`src/rtl/mips_pkg.sv`:
```
// mips_pkg
// Shared definitions for the single-cycle MIPS core and its program loader.
// Contents:
//   ldr_state_e     - state encoding of the instruction-memory loader FSM
//   LDR_HDR_BYTES   - number of length bytes that precede a loader image
//   BYTES_PER_WORD  - bytes per instruction word (big-endian in the stream)
package mips_pkg;

    typedef enum logic [2:0] {
        LDR_IDLE,
        LDR_LEN_HI,
        LDR_LEN_LO,
        LDR_DATA,
        LDR_WRITE,
        LDR_CSUM,
        LDR_DONE,
        LDR_ERR
    } ldr_state_e;

    localparam int LDR_HDR_BYTES  = 2;
    localparam int BYTES_PER_WORD = 4;

endpackage

```
`src/rtl/imem_loader.sv`:
```
// imem_loader
// Writer side of the instruction memory. Receives a length-prefixed,
// XOR-checksummed byte stream, assembles big-endian 32-bit words and writes
// them to consecutive word-aligned byte addresses starting at 0. The core is
// held in reset until a complete, checksum-clean image has been written.
// Ports:
//   clk, reset         - clock, asynchronous active-high reset
//   start              - one-cycle pulse that opens a load session
//   rx_valid/rx_data   - incoming stream byte
//   rx_ready           - loader can take a byte this cycle
//   im_we/im_addr/im_wdata - instruction-memory write port (byte address)
//   cpu_hold           - drives the core's reset, 1 = core held
//   done / err         - session result levels
module imem_loader
    import mips_pkg::*;
#(
    parameter int ADDR_W = 8
) (
    input  logic        clk,
    input  logic        reset,
    input  logic        start,
    input  logic        rx_valid,
    input  logic [7:0]  rx_data,
    output logic        rx_ready,
    output logic        im_we,
    output logic [31:0] im_addr,
    output logic [31:0] im_wdata,
    output logic        cpu_hold,
    output logic        done,
    output logic        err
);

    // One extra bit so that a full 2**ADDR_W image can be represented.
    localparam logic [16:0] MAX_WORDS = 17'(2 ** ADDR_W);
    localparam logic [1:0]  LAST_BYTE = 2'(BYTES_PER_WORD - 1);

    ldr_state_e  state_q;
    logic [15:0] len_q;
    logic [15:0] len_d;
    logic [15:0] word_idx_q;
    logic [15:0] word_idx_d;
    logic [1:0]  byte_cnt_q;
    logic [23:0] asm_q;
    logic [31:0] asm_d;
    logic [7:0]  csum_q;
    logic [7:0]  csum_d;
    logic [31:0] addr_q;
    logic [31:0] wdata_q;
    logic        accept;

    // Ready depends only on state so there is no path from rx_valid to
    // rx_ready. The assembly register only keeps the first three bytes of a
    // word; the fourth byte goes straight into the write-data register.
    always_comb begin
        rx_ready   = (state_q == LDR_LEN_HI) || (state_q == LDR_LEN_LO) ||
                     (state_q == LDR_DATA)   || (state_q == LDR_CSUM);
        accept     = rx_valid && rx_ready;
        asm_d      = {asm_q, rx_data};
        csum_d     = csum_q ^ rx_data;
        len_d      = {len_q[7:0], rx_data};
        word_idx_d = word_idx_q + 16'd1;
    end

    // Loader FSM. The word index is 16 bits wide so that it reaches N without
    // wrapping even when N equals the full memory capacity; only its low
    // ADDR_W bits ever appear on the address.
    always_ff @(posedge clk or posedge reset) begin
        if (reset) begin
            state_q    <= LDR_IDLE;
            len_q      <= '0;
            word_idx_q <= '0;
            byte_cnt_q <= '0;
            asm_q      <= '0;
            csum_q     <= '0;
            addr_q     <= '0;
            wdata_q    <= '0;
        end else begin
            case (state_q)
                LDR_IDLE: begin
                    if (start) begin
                        csum_q  <= '0;
                        state_q <= LDR_LEN_HI;
                    end
                end
                LDR_LEN_HI: begin
                    if (accept) begin
                        len_q   <= {8'h00, rx_data};
                        state_q <= LDR_LEN_LO;
                    end
                end
                LDR_LEN_LO: begin
                    if (accept) begin
                        len_q <= len_d;
                        if (len_d == 16'd0) begin
                            state_q <= LDR_CSUM;
                        end else if ({1'b0, len_d} > MAX_WORDS) begin
                            state_q <= LDR_ERR;
                        end else begin
                            byte_cnt_q <= '0;
                            word_idx_q <= '0;
                            state_q    <= LDR_DATA;
                        end
                    end
                end
                LDR_DATA: begin
                    if (accept) begin
                        asm_q      <= asm_d[23:0];
                        csum_q     <= csum_d;
                        byte_cnt_q <= byte_cnt_q + 2'd1;
                        if (byte_cnt_q == LAST_BYTE) begin
                            addr_q  <= 32'({word_idx_q[ADDR_W-1:0], 2'b00});
                            wdata_q <= asm_d;
                            state_q <= LDR_WRITE;
                        end
                    end
                end
                LDR_WRITE: begin
                    word_idx_q <= word_idx_d;
                    state_q    <= (word_idx_d == len_q) ? LDR_CSUM : LDR_DATA;
                end
                LDR_CSUM: begin
                    if (accept) begin
                        state_q <= (rx_data == csum_q) ? LDR_DONE : LDR_ERR;
                    end
                end
                LDR_DONE, LDR_ERR: begin
                    if (start) begin
                        csum_q  <= '0;
                        state_q <= LDR_LEN_HI;
                    end
                end
                default: state_q <= LDR_IDLE;
            endcase
        end
    end

    // Status outputs are pure state decodes; the core stays held everywhere
    // except in DONE.
    assign im_we    = (state_q == LDR_WRITE);
    assign im_addr  = addr_q;
    assign im_wdata = wdata_q;
    assign done     = (state_q == LDR_DONE);
    assign err      = (state_q == LDR_ERR);
    assign cpu_hold = (state_q != LDR_DONE);

endmodule
```
`config.mk`:
```
export PLATFORM = sky130hd
export DESIGN_NAME = imem_loader
export DESIGN_NICKNAME = d
export VERILOG_FILES = /design/src/rtl/mips_pkg.sv /design/src/rtl/imem_loader.sv
export SDC_FILE = /design/constraint.sdc
export NUM_CORES = 1
export LEC_CHECK = 0
export BUFFER_PORTS_ARGS = -buffer_cell sky130_fd_sc_hd__buf_2
export CORE_AREA = 8 8 91 175
export CTS_BUF_LIST = sky130_fd_sc_hd__clkbuf_8
export CTS_CLUSTER_DIAMETER = 60
export DETAILED_ROUTE_END_ITERATION = 6
export DIE_AREA = 0 0 99 183
export PLACE_DENSITY = 0.59
export SYNTH_ARGS = -nofsm -noshare
export SYNTH_HDL_FRONTEND = slang
export SYNTH_SLANG_ARGS = --single-unit
```
`constraint.sdc`:
```
create_clock -name clk -period 3.9 [get_ports clk]
set_input_delay 0 -clock clk [delete_from_list [all_inputs] [get_ports clk]]
set_output_delay 0 -clock clk [all_outputs]
set_load 0.01 [all_outputs]
```
==> impl_metrics.json <==
{
  "initial_core_util_pct": 39.2,
  "ir_drop_v": 0.000320,
  "cts_made_buffers": 9,
  "clk_latency_ns": 0.37,
  "port_buffers": 56,
  "cp_max_fo": 16,
  "critical_path.top_delay_family": "simple AND/OR/NAND/NOR gates",
  "antenna_found_initial": 0,
  "synth-simple-area-share_pct": 17.3,
  "ys_ff_latch": 109,
  "slew_violations": 0,
  "fill_cells": 1342,
  "clock_sinks": 109,
  "slowest_delay_ns": 0.51,
  "totalPowerFinal_mw": 4.15,
  "worst_slack_ns": 1.41,
  "slew_headroom_pct": 34.0,
  "io_pins": 81,
  "synthTopCellsByArea": "dfrtp_1 (51%), mux2_2 (9.9%), nand2_1 (7.4%)",
  "crit_slowest_cell": "or4_4",
  "vias": 3962,
  "synthAdderAreaFrac_pct": 0.468,
  "fin_skew_ns": 0.0131,
  "startpoint_type": "register",
  "synth.distinct_cells": 51,
  "cts_max_path_buffers": 2,
  "drt_iter0_markers": 261,
  "synth-edff-count": 0,
  "powerDensity_nw_per_um2": 695,
  "tns_ns": 0,
  "ant_nets": 0,
  "worstPathArrival_ns": 2.74,
  "grt_overflow": 0,
  "grt_max_degree": 81,
  "cap_violations": 0,
  "rsz0062_at_grt": "no",
  "worstPathCellList": "or4_4 > or4_4 > nor4_2 > o21bai_2 > o21ai_0 > o21ai_0",
  "synth_flop_cell": "dfrtp_1",
  "vias_per_cell": 5.33,
  "diodes": 0,
  "synth_compound_area_share_pct": 10.5,
  "syn_area_per_cell_sq_um": 10.2,
  "syn_to_final_growth_pct": 11.7,
  "grtUsageTotal_pct": 14.3,
  "p_sw_mw": 1.62,
  "cts_htree_levels": 3,
  "finalCritPeriodShare_pct": 63.9,
  "grt_pass1_vias": 3947,
  "min_period_ns": 2.49,
  "cts_tree": "yes",
  "path_clk_slew_ns": 0.11,
  "cts-root-buf": "clkbuf_8",
  "first_pass_iters": 5,
  "final_area_sq_um": 5980,
  "synthArstFlopShare_pct": 100,
  "grt_pass1_wl_mm": 20.8,
  "seq_power_share_pct": 48.3,
  "core_sq_um": 13700,
  "status": "complete, no violations",
  "synth_top_cell_by_area": "dfrtp_1",
  "nNetsFinal": 596,
  "power_frac_clock_pct": 17.6,
  "cp-end-kind": "register",
  "die_y_um": 183,
  "synth.top_cell.area_share_pct": 51.0,
  "crit_type": "register to register",
  "ys_seq_area_share_pct": 51.0,
  "cts_repair_resize_count": 0,
  "synth_xor_area_share_pct": 4.91,
  "hpwl_mm": 8.50,
  "pre_cts_ws_ns": 1.40,
  "routed_wl_mm": 12.3,
  "hp-class": "input port to register",
  "swShare_pct": 39.1,
  "instances_no_fill": 744,
  "routedWlPerCell_um": 16.5,
  "cp.required_ns": 4.15,
  "syn-instance-count": 527,
  "num_rows": 61,
  "syn-cell-area_sq_um": 5350,
  "cp_num_buf_inv": 0,
  "synth_top_family_by_area": "simple AND/OR/NAND/NOR gates",
  "ys_warn_count": 0,
  "die_area_sq_um": 18100,
  "intPower_mw": 2.53,
  "place_area_sq_um": 5670,
  "max_slew.worst_pin.slew_ns": 0.991,
  "hold_violations": 0,
  "gp_congestion": 0.873,
  "p_comb_share_pct": 34.1,
  "fmax_mhz": 401,
  "dp_cells": 719,
  "fp.dieW_um": 99,
  "drive_gt1_share_pct": 24.0,
  "drc": 0,
  "leakage_nw": 2.92,
  "setup_viol_count_final": 0,
  "synthMuxAreaShare_pct": 9.89
}
==> worst min-delay path: stages <==
cell and delay (ns):
buf_2 0.11, nand2_1 0.05, nand2_1 0.07, o31ai_1 0.09
nand4_1 0.07, o21ai_0 0.06
==> sequential cells by signal, summed over array words and instances (netlist names) <==
signal,cells
len_q,16
im_addr,8
im_wdata,32
word_idx_q,16
csum_q,8
asm_q,24
byte_cnt_q,2
state_q,3
==> cell usage in the layout (no fill, tap or decap), types with 3 or more instances in the layout <==
cell type / n
dfrtp_1: 109
nand2_1: 104
buf_2: 56
mux2_2: 47
o21ai_0: 36
nor2_1: 25
conb_1: 24
xnor2_1: 19
nand3_1: 11
nand4_1: 11
xor2_1: 11
a22o_1: 10
clkbuf_8: 9
dlygate4sd3_1: 9
nor4_1: 7
o31ai_1: 7
or4_1: 6
nor3_1: 6
inv_1: 6
o21ai_2: 5
nor2b_1: 4
or2_2: 4
nand2b_1: 4
a21oi_1: 4
buf_4: 4
and4_1: 3
and3_1: 3
==> power groups by stage <==
stage	Sequential (mW)	Combinational (mW)	Clock (mW)
6_report	2.00	1.42	0.731
4_1_cts	2.00	1.44	0.763
3_5_place_dp	2.03	1.42	0
3_3_place_gp	2.02	1.41	0
5_1_grt	2.09	1.61	0.792
2_1_floorplan	1.91	1.17	0
==> Yosys cell counts (3+ instances only) <==
cell type	n
buf_1	3
a21oi_1	4
or2_2	4
nand2_1	105
o21ai_2	5
inv_1	7
nor2_1	25
nand2b_1	4
xor2_1	11
or4_1	6
nor3_1	6
buf_4	24
xnor2_1	19
o21ai_0	36
nand3_1	11
mux2_2	47
clkbuf_1	18
dfrtp_1	109
nor2b_1	5
o31ai_1	7
nor4_1	7
and3_1	3
a22o_1	10
nand4_1	11
and4_1	3
==> routing by layer <==
metal / routed length, um / global-route usage, %
met1: 5600 / 18.6
met5: 0 / 0
met2: 5990 / 23.0
met3: 535 / 2.43
met4: 184 / 5.57
==> cell type report <==
class | count | area [sq um] | area share (%)
Sequential cell | 109 | 2730 | 45.6
Clock inverter | 7 | 91.3 | 1.53
Tap cell | 157 | 196 | 3.29
Multi-Input combinational cell | 385 | 2400 | 40.2
Inverter | 8 | 32.5 | 0.544
Clock buffer | 9 | 124 | 2.07
Timing Repair Buffer | 69 | 400 | 6.70
==> cell families after synthesis <==
family | after synthesis
DFF | 109
adders and majority gates | 2
AOI/OAI and AO/OA | 84
muxes | 47
buffers and inverters | 56
and+or+nand+nor | 198
xor gates and xnor gates | 30
other | 1
==> metrics by stage <==
stage / util (%) / hold slack (ns)
2_1_floorplan: - / 0.118
3_3_place_gp: 41.5 / 0.307
3_5_place_dp: 41.5 / 0.305
4_1_cts: 43.7 / 0.0932
5_1_grt: 43.7 / 0.152
6_report: 43.7 / 0.116
==> what timing repair did <==
action                                  in CTS  in global routing
hold buffers                                 9                  0
endpoints found under the setup margin       0                  0
endpoints found under the hold margin      110                  0
setup buffers                                0                  0
==> worst paths after layout <==
path / start / endpoint / slack (ns) / cells after the start
worst max-delay path: len_q[6]$_DFFE_PP0P_ / word_idx_q[8]$_DFFE_PP0P_ / 1.41 / 6
worst min-delay path: start / state_q[2]$_DFFE_PP0P_ / 0.12 / 6
worst max register to register: len_q[6]$_DFFE_PP0P_ / word_idx_q[8]$_DFFE_PP0P_ / 1.41 / 6
worst min register to register: asm_q[22]$_DFFE_PP0P_ / asm_q[22]$_DFFE_PP0P_ / 0.48 / 2
max in group asynchronous: reset / word_idx_q[8]$_DFFE_PP0P_ / 2.47 / 4
min in group asynchronous: reset / im_wdata[21]$_DFFE_PP0P_ / 0.40 / 3
Note: power is estimated with default switching activity, not from simulation.
